**config.mk**
```make
export PLATFORM = sky130hd
export DESIGN_NAME = pipe_hazard_ctrl
export DESIGN_NICKNAME = d
export VERILOG_FILES = /design/src/rtl/pipe_hazard_ctrl.sv
export SDC_FILE = /design/constraint.sdc
export NUM_CORES = 1
export LEC_CHECK = 0
export ABC_AREA = 1
export BUFFER_PORTS_ARGS = -buffer_cell sky130_fd_sc_hd__buf_2
export CAP_MARGIN = 20
export CORE_AREA = 2 2 59 61
export DETAILED_ROUTE_END_ITERATION = 8
export DIE_AREA = 0 0 61 63
export GPL_ROUTABILITY_DRIVEN = 0
export GPL_TIMING_DRIVEN = 0
export HOLD_SLACK_MARGIN = 0.08
export PLACE_DENSITY_LB_ADDON = 0.2
export SETUP_SLACK_MARGIN = 0.02
export SLEW_MARGIN = 5
export SYNTH_ARGS = -nofsm -noshare
export SYNTH_HDL_FRONTEND = slang
export SYNTH_SLANG_ARGS = --single-unit
```
**constraint.sdc**
```tcl
create_clock -name clk -period 2.2 [get_ports clk]
set_input_delay 0.33 -clock clk [delete_from_list [all_inputs] [get_ports clk]]
set_output_delay 0.33 -clock clk [all_outputs]
set_load 0.05 [all_outputs]
```
**src/rtl/pipe_hazard_ctrl.sv**
```systemverilog
// Stall/flush sequencer for the 5-stage pipeline: register enables, bubble clears and stage valid bits.
// Optional CTRL_PERF_CNT_EN adds saturating stall/flush counters; otherwise the perf ports read zero.
module pipe_hazard_ctrl #(
    parameter int REG_ADDR_W = 5,
    parameter int MD_LATENCY = 4,
    parameter int PERF_W     = 32
) (
    input  logic                  clk,
    input  logic                  reset,
    input  logic                  if_valid,
    input  logic [REG_ADDR_W-1:0] id_rs1,
    input  logic [REG_ADDR_W-1:0] id_rs2,
    input  logic                  id_use_rs1,
    input  logic                  id_use_rs2,
    input  logic                  ex_is_load,
    input  logic                  ex_is_md,
    input  logic [REG_ADDR_W-1:0] ex_rd,
    input  logic                  ex_branch_taken,
    input  logic                  dmem_wait,
    output logic                  pc_en,
    output logic                  ifid_en,
    output logic                  idex_en,
    output logic                  exmem_en,
    output logic                  memwb_en,
    output logic                  ifid_clr,
    output logic                  idex_clr,
    output logic                  exmem_clr,
    output logic                  memwb_clr,
    output logic                  v_id,
    output logic                  v_ex,
    output logic                  v_mem,
    output logic                  v_wb,
    output logic                  md_busy,
    output logic [PERF_W-1:0]     perf_stall_cnt,
    output logic [PERF_W-1:0]     perf_flush_cnt
);

    localparam int CNT_W = (MD_LATENCY > 2) ? $clog2(MD_LATENCY - 1) : 1;
    localparam logic [CNT_W-1:0] MD_INIT = CNT_W'((MD_LATENCY > 1) ? MD_LATENCY - 2 : 0);

    typedef enum logic {
        RUN,
        MD_WAIT
    } state_e;

    state_e           state_q, state_d;
    logic [CNT_W-1:0] md_cnt_q, md_cnt_d;
    logic             md_done_q, md_done_d;
    logic             v_id_q, v_id_d, v_ex_q, v_ex_d, v_mem_q, v_mem_d, v_wb_q, v_wb_d;
    logic             load_use, branch_flush, md_start;

    assign load_use = v_ex_q && ex_is_load && (ex_rd != '0) && v_id_q &&
                      ((id_use_rs1 && (id_rs1 == ex_rd)) || (id_use_rs2 && (id_rs2 == ex_rd)));
    assign branch_flush = v_ex_q && ex_branch_taken;
    // The op whose latency just expired is leaving EX and must not restart the wait.
    assign md_start = v_ex_q && ex_is_md && (MD_LATENCY > 1) && !md_done_q;

    // NOTE: every output gets a default first so no path leaves a latch behind.
    always_comb begin
        pc_en     = 1'b0;
        ifid_en   = 1'b0;
        idex_en   = 1'b0;
        exmem_en  = 1'b0;
        memwb_en  = 1'b0;
        ifid_clr  = 1'b0;
        idex_clr  = 1'b0;
        exmem_clr = 1'b0;
        memwb_clr = 1'b0;
        if (!reset) begin
            ifid_clr  = 1'b1;
            idex_clr  = 1'b1;
            exmem_clr = 1'b1;
            memwb_clr = 1'b1;
        end else if (dmem_wait) begin
            // whole pipe frozen
        end else if (state_q == MD_WAIT) begin
            exmem_en  = 1'b1;
            exmem_clr = 1'b1;
            memwb_en  = 1'b1;
        end else if (branch_flush) begin
            pc_en    = 1'b1;
            ifid_en  = 1'b1;
            idex_en  = 1'b1;
            exmem_en = 1'b1;
            memwb_en = 1'b1;
            ifid_clr = 1'b1;
            idex_clr = 1'b1;
        end else if (load_use) begin
            idex_en  = 1'b1;
            exmem_en = 1'b1;
            memwb_en = 1'b1;
            idex_clr = 1'b1;
        end else begin
            pc_en    = 1'b1;
            ifid_en  = 1'b1;
            idex_en  = 1'b1;
            exmem_en = 1'b1;
            memwb_en = 1'b1;
        end
    end

    always_comb begin
        state_d   = state_q;
        md_cnt_d  = md_cnt_q;
        md_done_d = md_done_q;
        if (!dmem_wait) begin
            md_done_d = 1'b0;
            if (state_q == MD_WAIT) begin
                if (md_cnt_q == '0) begin
                    state_d   = RUN;
                    md_done_d = 1'b1;
                end else begin
                    md_cnt_d = md_cnt_q - CNT_W'(1);
                end
            end else if (md_start) begin
                state_d  = MD_WAIT;
                md_cnt_d = MD_INIT;
            end
        end
        // Clear beats enable beats hold; each stage inherits its upstream valid.
        v_id_d  = ifid_clr  ? 1'b0 : (ifid_en  ? if_valid : v_id_q);
        v_ex_d  = idex_clr  ? 1'b0 : (idex_en  ? v_id_q   : v_ex_q);
        v_mem_d = exmem_clr ? 1'b0 : (exmem_en ? v_ex_q   : v_mem_q);
        v_wb_d  = memwb_clr ? 1'b0 : (memwb_en ? v_mem_q  : v_wb_q);
    end

    // NOTE: sequential state uses non-blocking assignments so all flops update together.
    always_ff @(posedge clk) begin
        if (!reset) begin
            state_q   <= RUN;
            md_cnt_q  <= '0;
            md_done_q <= 1'b0;
            v_id_q    <= 1'b0;
            v_ex_q    <= 1'b0;
            v_mem_q   <= 1'b0;
            v_wb_q    <= 1'b0;
        end else begin
            state_q   <= state_d;
            md_cnt_q  <= md_cnt_d;
            md_done_q <= md_done_d;
            v_id_q    <= v_id_d;
            v_ex_q    <= v_ex_d;
            v_mem_q   <= v_mem_d;
            v_wb_q    <= v_wb_d;
        end
    end

    assign v_id    = v_id_q;
    assign v_ex    = v_ex_q;
    assign v_mem   = v_mem_q;
    assign v_wb    = v_wb_q;
    assign md_busy = (state_q == MD_WAIT);

`ifdef CTRL_PERF_CNT_EN
    logic [PERF_W-1:0] stall_cnt_q, stall_cnt_d, flush_cnt_q, flush_cnt_d;
    logic              flush_fire;

    assign flush_fire = !dmem_wait && (state_q == RUN) && branch_flush;

    always_comb begin
        stall_cnt_d = stall_cnt_q;
        flush_cnt_d = flush_cnt_q;
        if (!pc_en && !(&stall_cnt_q)) stall_cnt_d = stall_cnt_q + PERF_W'(1);
        if (flush_fire && !(&flush_cnt_q)) flush_cnt_d = flush_cnt_q + PERF_W'(1);
    end

    always_ff @(posedge clk) begin
        if (!reset) begin
            stall_cnt_q <= '0;
            flush_cnt_q <= '0;
        end else begin
            stall_cnt_q <= stall_cnt_d;
            flush_cnt_q <= flush_cnt_d;
        end
    end

    assign perf_stall_cnt = stall_cnt_q;
    assign perf_flush_cnt = flush_cnt_q;
`else
    assign perf_stall_cnt = {PERF_W{1'b0}};
    assign perf_flush_cnt = {PERF_W{1'b0}};
`endif

endmodule

```
==> results of run 1 <==
==> power groups by stage <==
stage               registers, mW  clock network [mW]  logic, mW
detailed placement          0.155                   0      0.464
global placement            0.155                   0      0.464
global route                0.152               0.130      0.496
floorplan                   0.167                   0      0.407
finish                      0.152               0.115      0.468
CTS                         0.152               0.118      0.465
==> logic make-up (layout without fill, tap and decap cells) <==
logic type,after synthesis,after routing,share of synthesized area [%]
AOI/OAI and AO/OA,12,12,7.26
adders and majority gates,1,1,1.08
buffers and inverters,95,135,52.3
DFF,8,8,13.9
other,1,64,0.325
and+or+nand+nor,68,68,25.1
==> metal layers <==
metal | global-route usage [%] | vias to the layer above | share of wire (%)
met5 | 0 | - | 0
met4 | 0.815 | 0 | 0
met3 | 4.14 | 0 | 12
met2 | 18.8 | 56 | 49
met1 | 12.1 | 414 | 39
li1 | - | 630 | -
==> worst min-delay path by stage <==
stage | start | slack [ps] | to
floorplan | reset | 430 | md_busy
global placement | md_cnt_q[1] | 450 | md_cnt_q[1]
detailed placement | md_cnt_q[1] | 460 | md_cnt_q[1]
CTS | reset | 330 | md_busy
global route | reset | 340 | md_busy
finish | reset | 340 | md_busy
==> metrics by stage <==
| stage | util (%) | std cells | hold slack [ps] | power (mW) |
|---|---|---|---|---|
| 2_1_floorplan | - | 248 | 428 | 0.574 |
| 3_3_place_gp | 50.6 | 331 | 449 | 0.619 |
| 3_5_place_dp | 50.6 | 331 | 458 | 0.619 |
| 4_1_cts | 51.3 | 334 | 335 | 0.735 |
| 5_1_grt | 51.3 | 334 | 337 | 0.778 |
| 6_report | 51.3 | 334 | 337 | 0.735 |
==> layout by cell type (no fill, tap or decap) <==
master / n
nor2_1: 15
a21oi_1: 4
conb_1: 64
buf_4: 66
nor2_4: 1
ha_1: 1
o31a_4: 1
and3_1: 1
buf_2: 37
o21ai_1: 3
nand2_4: 1
or2_0: 1
inv_2: 6
nand2_1: 39
o21ai_0: 3
nor3_1: 2
a21oi_4: 1
nand3b_1: 1
nand3_1: 7
dfxtp_1: 8
inv_1: 23
clkbuf_4: 3
==> state kept, by name, summed over array words and instances, names as in the netlist <==
name and cells:
v_mem 1, v_ex 1, v_wb 1, md_done_q 1, md_cnt_q 2, md_busy 1, v_id 1
==> layout make-up <==
cell class,instances,area [sq um]
Fill cell,354,1580
Multi-Input combinational cell,145,627
Buffer,66,495
Timing Repair Buffer,37,185
Sequential cell,8,160
Inverter,29,109
Tap cell,46,57.6
Clock buffer,3,22.5
==> worst max-delay path, cell delays in order (launching register included) <==
cell,delay [ps]
dfxtp_1,410
and3_1,170
nand2_1,50
inv_1,60
nand3_1,90
nand2_1,70
inv_1,40
buf_4,120
buf_2,200
==> results by group, run 1 <==
Clock tree
  • Cts hold-fix bufs: 0
  • Number of buffers created by CTS: 3
  • Root buf cell: clkbuf_4
  • Worst skew pair latency: around 260 ps
  • H-tree depth: 1
  • Clk sink count: 8
  • Post-cts resize count: 0
  • Clk pin slew, worst setup/hold paths: approximately 50 ps
  • CTS tree: yes
  • Post-CTS Repair Setup Buffers: 0
  • CTS max path bufs: 2

Critical path
  • R2R Setup Slk: between 900 and 1000 ps
  • Worst Path Class, Setup: reg2out
  • Reg2reg start: md_cnt_q[0]
  • Critical path arrival: between 1000 and 1500 ps
  • Register-to-Register Path Depth: 6
  • Crit. End Element: primary output
  • Max FO, Critical Path: 6
  • Worst Setup Start Kind: flop
  • End of the worst register-to-register path: md_cnt_q[1]
  • Worst setup endpoint: pc_en
  • Crit. Startpoint: v_ex
  • Crit path required time: about 1900 ps

Synthesis
  • Asr flop ratio synth: 0%
  • Top-count cell post-synth: buf_4
  • Main flop type after synthesis: dfxtp_1
  • Ranking of synthesized cells by area: buf_4 43%, dfxtp_1 14%, nand2_1 13%
  • Cells after Synth: about 190
  • Syn_area_per_cell: around 6.2 sq um
  • Syn. warnings: 0
  • Post-synth EDFFs: 0
  • Yosys top cell by area: buf_4
  • Yosys cell types: 20
  • Sequential element share of the synthesized area: between 10 and 15%
  • Commonest cells in the netlist: 66 x buf_4, 39 x nand2_1, 23 x inv_1, 15 x nor2_1, 8 x dfxtp_1
  • Register bit total from synthesis: 8
  • Synth Cell Area: approximately 1200 sq um
  • Post-synth top area share: around 43%

Power
  • Comb pwr share: a little under two thirds
  • P_sw: approximately 400 uW
  • Internal: roughly 330 uW
  • Power share of the clock group: between 10% and 20%
  • Seq pwr share: 20.6%
  • Switching share of power: 54.5%
  • Leak: 1.14 nW
  • Peak VDD IR: 0.274 mV
  • Pwr per Cell Area: 443 nW/um^2

Timing
  • Setup TNS after final layout: 0 ps
  • Clk_skew: 0.414 ps
  • RSZ-0062 raised after global routing: false
  • Setup violations, final: 0
  • Final Critical Period: 1790 ps
  • Max Clock Freq: 558 MHz
  • Slew Viols, Final: 0
  • Final count of hold timing violations: 0
  • Period utilization: between 80% and 90%
  • Final setup margin: ~400 ps

Die
  • Die Height: ~63 microns
  • Die Wd: a little over 60 microns
  • Starting density of the core: 35.7%
  • Ports: approximately 100
  • Core footprint: about 3200 sq um
  • Die Area: slightly below 4000 sq um
  • Row count: 21

Run status
  • Status: complete, no violations

GRT
  • GR Overflow Total: 0
  • Vias in the first global route: 855
  • First-pass GRT wire length: 3260 microns
  • Largest net degree at the start of global routing: 8
  • GRT Resource Usage Total: approximately a tenth
  • Antenna violations before repair: 0

Finish
  • Area growth, synth to finish: 43.4%
  • Antenna cells: 0
  • Design Area, Final: between 1500 and 2000 sq um
  • Nets@finish: between 300 and 400
  • Layout cell share with drive strength beyond 1: about two fifths

Route
  • DRC viols: 0
  • Via density: about 3.3
  • DRT iter0 DRCs: 41
  • Post-Route WL: 2100 microns
  • Via count: approximately 1,100
  • Drt pass-1 iters: 7
  • Wirelength per Cell: approximately 6.3 microns
  • Antenna-violating nets left: 0

Placed design
  • I/O Buffers: 37
  • DPL Wire Length: ~1900 microns
  • Pre-CTS setup slack: around 460 ps
  • DP Area: ~1600 sq um

Hold path
  • Tightest Hold Check Type: in2reg
  • Hold Crit Depth: 3

Run
  • Max-cap violations: 0
Power figures use the tool's default switching activity.
==> inputs of run 2 (changes only) <==
--- a/config.mk
+++ b/config.mk
@@ -8,9 +8,9 @@
 export ABC_AREA = 1
 export BUFFER_PORTS_ARGS = -buffer_cell sky130_fd_sc_hd__buf_2
 export CAP_MARGIN = 20
-export CORE_AREA = 2 2 59 61
+export CORE_AREA = 2 2 62 64
 export DETAILED_ROUTE_END_ITERATION = 8
-export DIE_AREA = 0 0 61 63
+export DIE_AREA = 0 0 64 66
 export GPL_ROUTABILITY_DRIVEN = 0
 export GPL_TIMING_DRIVEN = 0
 export HOLD_SLACK_MARGIN = 0.08
==> constraint.sdc (replaced) <==
create_clock -name clk -period 1.6 [get_ports clk]
set_input_delay 0.24 -clock clk [delete_from_list [all_inputs] [get_ports clk]]
set_output_delay 0.24 -clock clk [all_outputs]
set_load 0.05 [all_outputs]
==> run 2 against run 1 <==
  * The flow now finishes with violations (negative setup slack)
  * Clock skew rose by 4.0 ps
  * Hold slack got worse by 100 ps
  * Final area rose by 6.9%
  * Via count rose by 2.7%
  * Critical path depth did not move
  * Non-clock buffer count rose by 5
  * Final cell count rose by 2.4%
  * Sequential cell count did not move
  * Critical endpoint unchanged
  * Largest power group unchanged
==> results by group, run 2 (synthesis gave the netlist of run 1 again) <==
Run status
  • Status: finished, violations left
  • Failing checks: negative setup slack

Critical path
  • Worst Setup Start Kind: flop
  • Crit path required time: ~1400 ps
  • Critical path arrival: about 1400 ps
  • Max FO, Critical Path: 2
  • Crit. End Element: primary output
  • Worst Path Class, Setup: reg2out

Clock tree
  • Cts hold-fix bufs: 0
  • Root buf cell: clkbuf_4
  • Clk sink count: 8
  • H-tree depth: 1
  • Clk pin slew, worst setup/hold paths: around 60 ps
  • Worst skew pair latency: ~260 ps
  • Number of buffers created by CTS: 3
  • CTS tree: yes
  • CTS max path bufs: 2

Route
  • Antenna-violating nets left: 0
  • DRT iter0 DRCs: 18
  • DRC viols: 0
  • Via density: approximately 3.3
  • Via count: around 1,100
  • Post-Route WL: 2320 microns
  • Wirelength per Cell: ~6.8 microns
  • Drt pass-1 iters: 4

GRT
  • Antenna violations before repair: 0
  • Vias in the first global route: ~860
  • GRT Resource Usage Total: slightly above 10%
  • Largest net degree at the start of global routing: 8
  • GR Overflow Total: 0
  • First-pass GRT wire length: roughly 3500 microns

Finish
  • Final Util: between 40% and 50%
  • Most flops, register: md_cnt_q
  • Commonest non-fill, non-tap cell in the layout: buf_4
  • Most frequent cells in the layout: 70 x buf_4, 64 x conb_1, 36 x nand2_1
  • Antenna cells: 0
  • Fillers: approximately 400
  • Design Area, Final: roughly 1800 sq um
  • Fin cells: 342
  • Area growth, synth to finish: 53.4%
  • Max reg flops: 2
  • Nets@finish: 320
  • Layout cell share with drive strength beyond 1: approximately 45%

Die
  • Die Area: 4220 sq um
  • Die Height: approximately 66 microns
  • Starting density of the core: 32.5%
  • Row count: 22
  • Ports: between 100 and 150
  • Core footprint: approximately 3600 sq um
  • Die Wd: ~64 microns

Run
  • Max-cap violations: 0

Placed design
  • DPL Wire Length: 1990 microns
  • Placed cells: about 330
  • DP Area: between 1500 and 2000 sq um
  • I/O Buffers: 37

Power
  • Peak VDD IR: a little under 0.4 mV
  • Leak: 1.17 nW
  • Power Total: approximately 1.0 mW
  • Pwr per Cell Area: about 590 nW/um^2

Timing
  • Final Critical Period: 1630 ps
  • Setup violations, final: 1
  • RSZ-0062 raised after global routing: true
  • Final count of hold timing violations: 0
  • Period utilization: 102%
  • Clk_skew: roughly 4.4 ps
  • Final setup margin: -34.6 ps
  • Max Clock Freq: 612 MHz
  • Setup TNS after final layout: -34.6 ps
  • Slew Viols, Final: 0

Hold path
  • Tightest Hold Check Type: in2reg
==> run 2: changes by cell type in the layout (fill, tap and decap cells not counted), moves of 3 or more <==
cell / previous run / this run
buf_4: 66 / 70
buf_2: 37 / 34
buf_8: 0 / 3
dfxtp_1: 8 / 5
dfxtp_4: 0 / 3
nand2_1: 39 / 36
nand2_2: 0 / 3
==> run 2: area by class of cell <==
class                           instances  area [sq um]  area share [%]
Tap cell                               48          60.1            3.39
Inverter                               29           115            6.50
Sequential cell                         8           171            9.68
Clock buffer                            4          26.3            1.48
Buffer                                 66           503            28.4
Multi-Input combinational cell        145           647            36.5
Timing Repair Buffer                   42           249            14.1
==> run 2: routing by layer <==
layer  vias to the layer above  global-route usage [%]  routed length [microns]
met4                         0                   0.815                        0
met5                         -                       0                        0
li1                        643                       -                        -
met2                        54                    18.0                     1160
met1                       433                    12.4                      919
met3                         0                    3.41                      244
==> run 2: power by group <==
part	switching [mW]	internal, mW
logic	0.483	0.184
clock network	0.0793	0.0961
registers	0.00313	0.201
==> run 2: worst paths after layout <==
check                end  slack, ps   startpoint  cells after the start
max reg2reg  md_cnt_q[1]        400  md_cnt_q[0]                      6
min reg2reg  md_cnt_q[1]        470  md_cnt_q[1]                      2
min              md_busy        230        reset                      3
max                pc_en        -30         v_ex                      8
==> run 2: worst max-delay path, stage by stage (launching register included) <==
cell and delay, ps:
dfxtp_4 340, and3_4 170, nand2_2 40, inv_2 60, nand3_2 90, nand2_2 90, clkinvlp_4 90, buf_8 120
buf_8 140
==> run 2: what timing repair did <==
action / in CTS / in global routing
resized for setup: 6 / 8
setup endpoints to repair: 2 / 4
pin swaps: 2 / 2
setup buffers: 3 / 2
==> run 2: per-stage QoR <==
step | hold slack, ps | setup slack, ps
after floorplan | 337 | -40.8
after global placement | 449 | -22.9
after detailed placement | 455 | -36.4
after CTS | 232 | -24.4
after global routing | 263 | -116
final | 234 | -34.6
==> inputs of run 3 (changes only) <==
--- a/config.mk
+++ b/config.mk
@@ -7,15 +7,15 @@
 export LEC_CHECK = 0
 export ABC_AREA = 1
 export BUFFER_PORTS_ARGS = -buffer_cell sky130_fd_sc_hd__buf_2
-export CAP_MARGIN = 20
-export CORE_AREA = 2 2 62 64
+export CORE_AREA = 2 2 66 68
 export DETAILED_ROUTE_END_ITERATION = 8
-export DIE_AREA = 0 0 64 66
+export DIE_AREA = 0 0 68 70
 export GPL_ROUTABILITY_DRIVEN = 0
 export GPL_TIMING_DRIVEN = 0
 export HOLD_SLACK_MARGIN = 0.08
 export PLACE_DENSITY_LB_ADDON = 0.2
 export SETUP_SLACK_MARGIN = 0.02
+export SKIP_CTS_REPAIR_TIMING = 1
 export SLEW_MARGIN = 5
 export SYNTH_ARGS = -nofsm -noshare
 export SYNTH_HDL_FRONTEND = slang
==> run 3 against run 2 <==
  * The run now ends clean
  * Clock power is 46% higher
  * Die area grew 13%
  * First-iteration DRC count down 11%
  * Final cell count rose by 0.58%
  * Critical path type unchanged
  * Largest cell class unchanged
==> results by group, run 3 (synthesis gave the netlist of run 1 again) <==
Critical path
  • R2R Setup Slk: around 410 ps
  • Max FO, Critical Path: 4
  • Worst Path Class, Setup: reg2out
  • Critical path arrival: roughly 1400 ps
  • Register-to-Register Path Depth: 6
  • Crit path required time: approximately 1400 ps
  • Worst Setup Start Kind: flop
  • End of the worst register-to-register path: md_cnt_q[1]
  • Crit. End Element: primary output
  • Reg2reg start: md_cnt_q[0]

Clock tree
  • Root buf cell: clkbuf_8
  • CTS tree: yes
  • Clk sink count: 8
  • Number of buffers created by CTS: 3
  • H-tree depth: 1
  • Clk pin slew, worst setup/hold paths: roughly 40 ps
  • Worst skew pair latency: 230 ps
  • CTS max path bufs: 2

Finish
  • Area growth, synth to finish: 53.7%
  • Register area: approximately 170 sq um
  • Commonest non-fill, non-tap cell in the layout: buf_4
  • Design Area, Final: 1780 sq um
  • Most flops, register: md_cnt_q
  • Fillers: between 400 and 500
  • Most frequent cells in the layout: 68 x buf_4, 64 x conb_1, 35 x nand2_1, 35 x buf_2, 21 x inv_1
  • Nets@finish: 318
  • Layout cell share with drive strength beyond 1: 45.2%
  • Multi-input gate area: 652 sq um
  • Max reg flops: 2
  • Antenna cells: 0
  • Final Util: between 40% and 50%
  • Fin cells: around 340

Power
  • Peak VDD IR: between 0.7 and 0.8 mV
  • Pwr per Cell Area: 632 nW/um^2
  • Leak: ~1.2 nW
  • Power Total: 1.12 mW

Placed design
  • Placed cells: around 340
  • DPL Wire Length: ~2100 microns
  • I/O Buffers: 37
  • Pre-CTS setup slack: -59.8 ps
  • DP Area: approximately 1700 sq um

Route
  • Drt pass-1 iters: 4
  • Via density: about 3.3
  • Antenna-violating nets left: 0
  • DRT iter0 DRCs: 16
  • Post-Route WL: around 2300 microns
  • DRC viols: 0
  • Wirelength per Cell: about 6.8 microns
  • Via count: around 1,100

Timing
  • Slew Viols, Final: 0
  • Clk_skew: ~4.6 ps
  • Final count of hold timing violations: 0
  • Period utilization: between 90% and 100%
  • Max Clock Freq: around 630 MHz
  • RSZ-0062 raised after global routing: true
  • Final setup margin: around 14 ps
  • Setup violations, final: 0
  • Final Critical Period: roughly 1600 ps

Hold path
  • Hold Crit Depth: 3
  • Hold Crit Endpoint: md_busy
  • Min-delay src: reset
  • Tightest Hold Check Type: in2reg

Die
  • Core footprint: a little over 4000 sq um
  • Die Area: approximately 4800 sq um
  • Row count: 24
  • Die Wd: roughly 70 microns
  • Ports: slightly above 100
  • Die Height: 70 microns
  • Starting density of the core: 27.9%

GRT
  • Antenna violations before repair: 0
  • GR Overflow Total: 0
  • Vias in the first global route: 828
  • First-pass GRT wire length: ~3500 microns
  • GRT Resource Usage Total: a little under a tenth
  • Largest net degree at the start of global routing: 8

Run
  • Max-cap violations: 0

Run status
  • Status: complete, no violations
[run 3: critical path: stages, from the launching register on]
cell        delay, ps
dfxtp_4           350
and3_4            170
nand2_2            50
inv_2              50
nand3_2            70
nand2_2            80
clkinvlp_4         90
buf_8             120
buf_8             140
[run 3: power by group]
group	switching, mW	leakage [nW]	internal [mW]
clock	0.0826	0.0228	0.173
sequential	0.00388	0.0672	0.202
combinational	0.482	1.07	0.179
[run 3: final cells by class]
cell class | count | share of cell area, %
Sequential cell | 8 | 9.65
Timing Repair Buffer | 40 | 12.6
Clock buffer | 4 | 2.54
Multi-Input combinational cell | 145 | 36.7
Inverter | 29 | 6.48
Tap cell | 52 | 3.66
Buffer | 66 | 28.3
[run 3: how the worst max path moves through the flow]
stage | from | end | slack (ps)
2_1_floorplan | md_busy | pc_en | -40
3_3_place_gp | ex_rd[3] | pc_en | -50
3_5_place_dp | ex_rd[3] | pc_en | -60
4_1_cts | v_ex | pc_en | -130
5_1_grt | ex_rd[1] | pc_en | -100
6_report | v_ex | pc_en | 10
[run 3: per-layer routing]
layer  vias to the layer above  global-route usage (%)  share of wire (%)
met5                         -                       0                  0
met4                         0                    2.00               0.86
met3                         4                    2.90                 13
met2                        48                    16.3                 50
met1                       438                    10.6                 36
li1                        637                       -                  -
[run 3: metrics by stage]
| step | hold slack [ps] | TNS [ps] |
|---|---|---|
| floorplan | 337 | -40.8 |
| global placement | 454 | -50.3 |
| detailed placement | 464 | -59.8 |
| CTS | 268 | -164 |
| global route | 284 | -159 |
| finish | 267 | 0 |
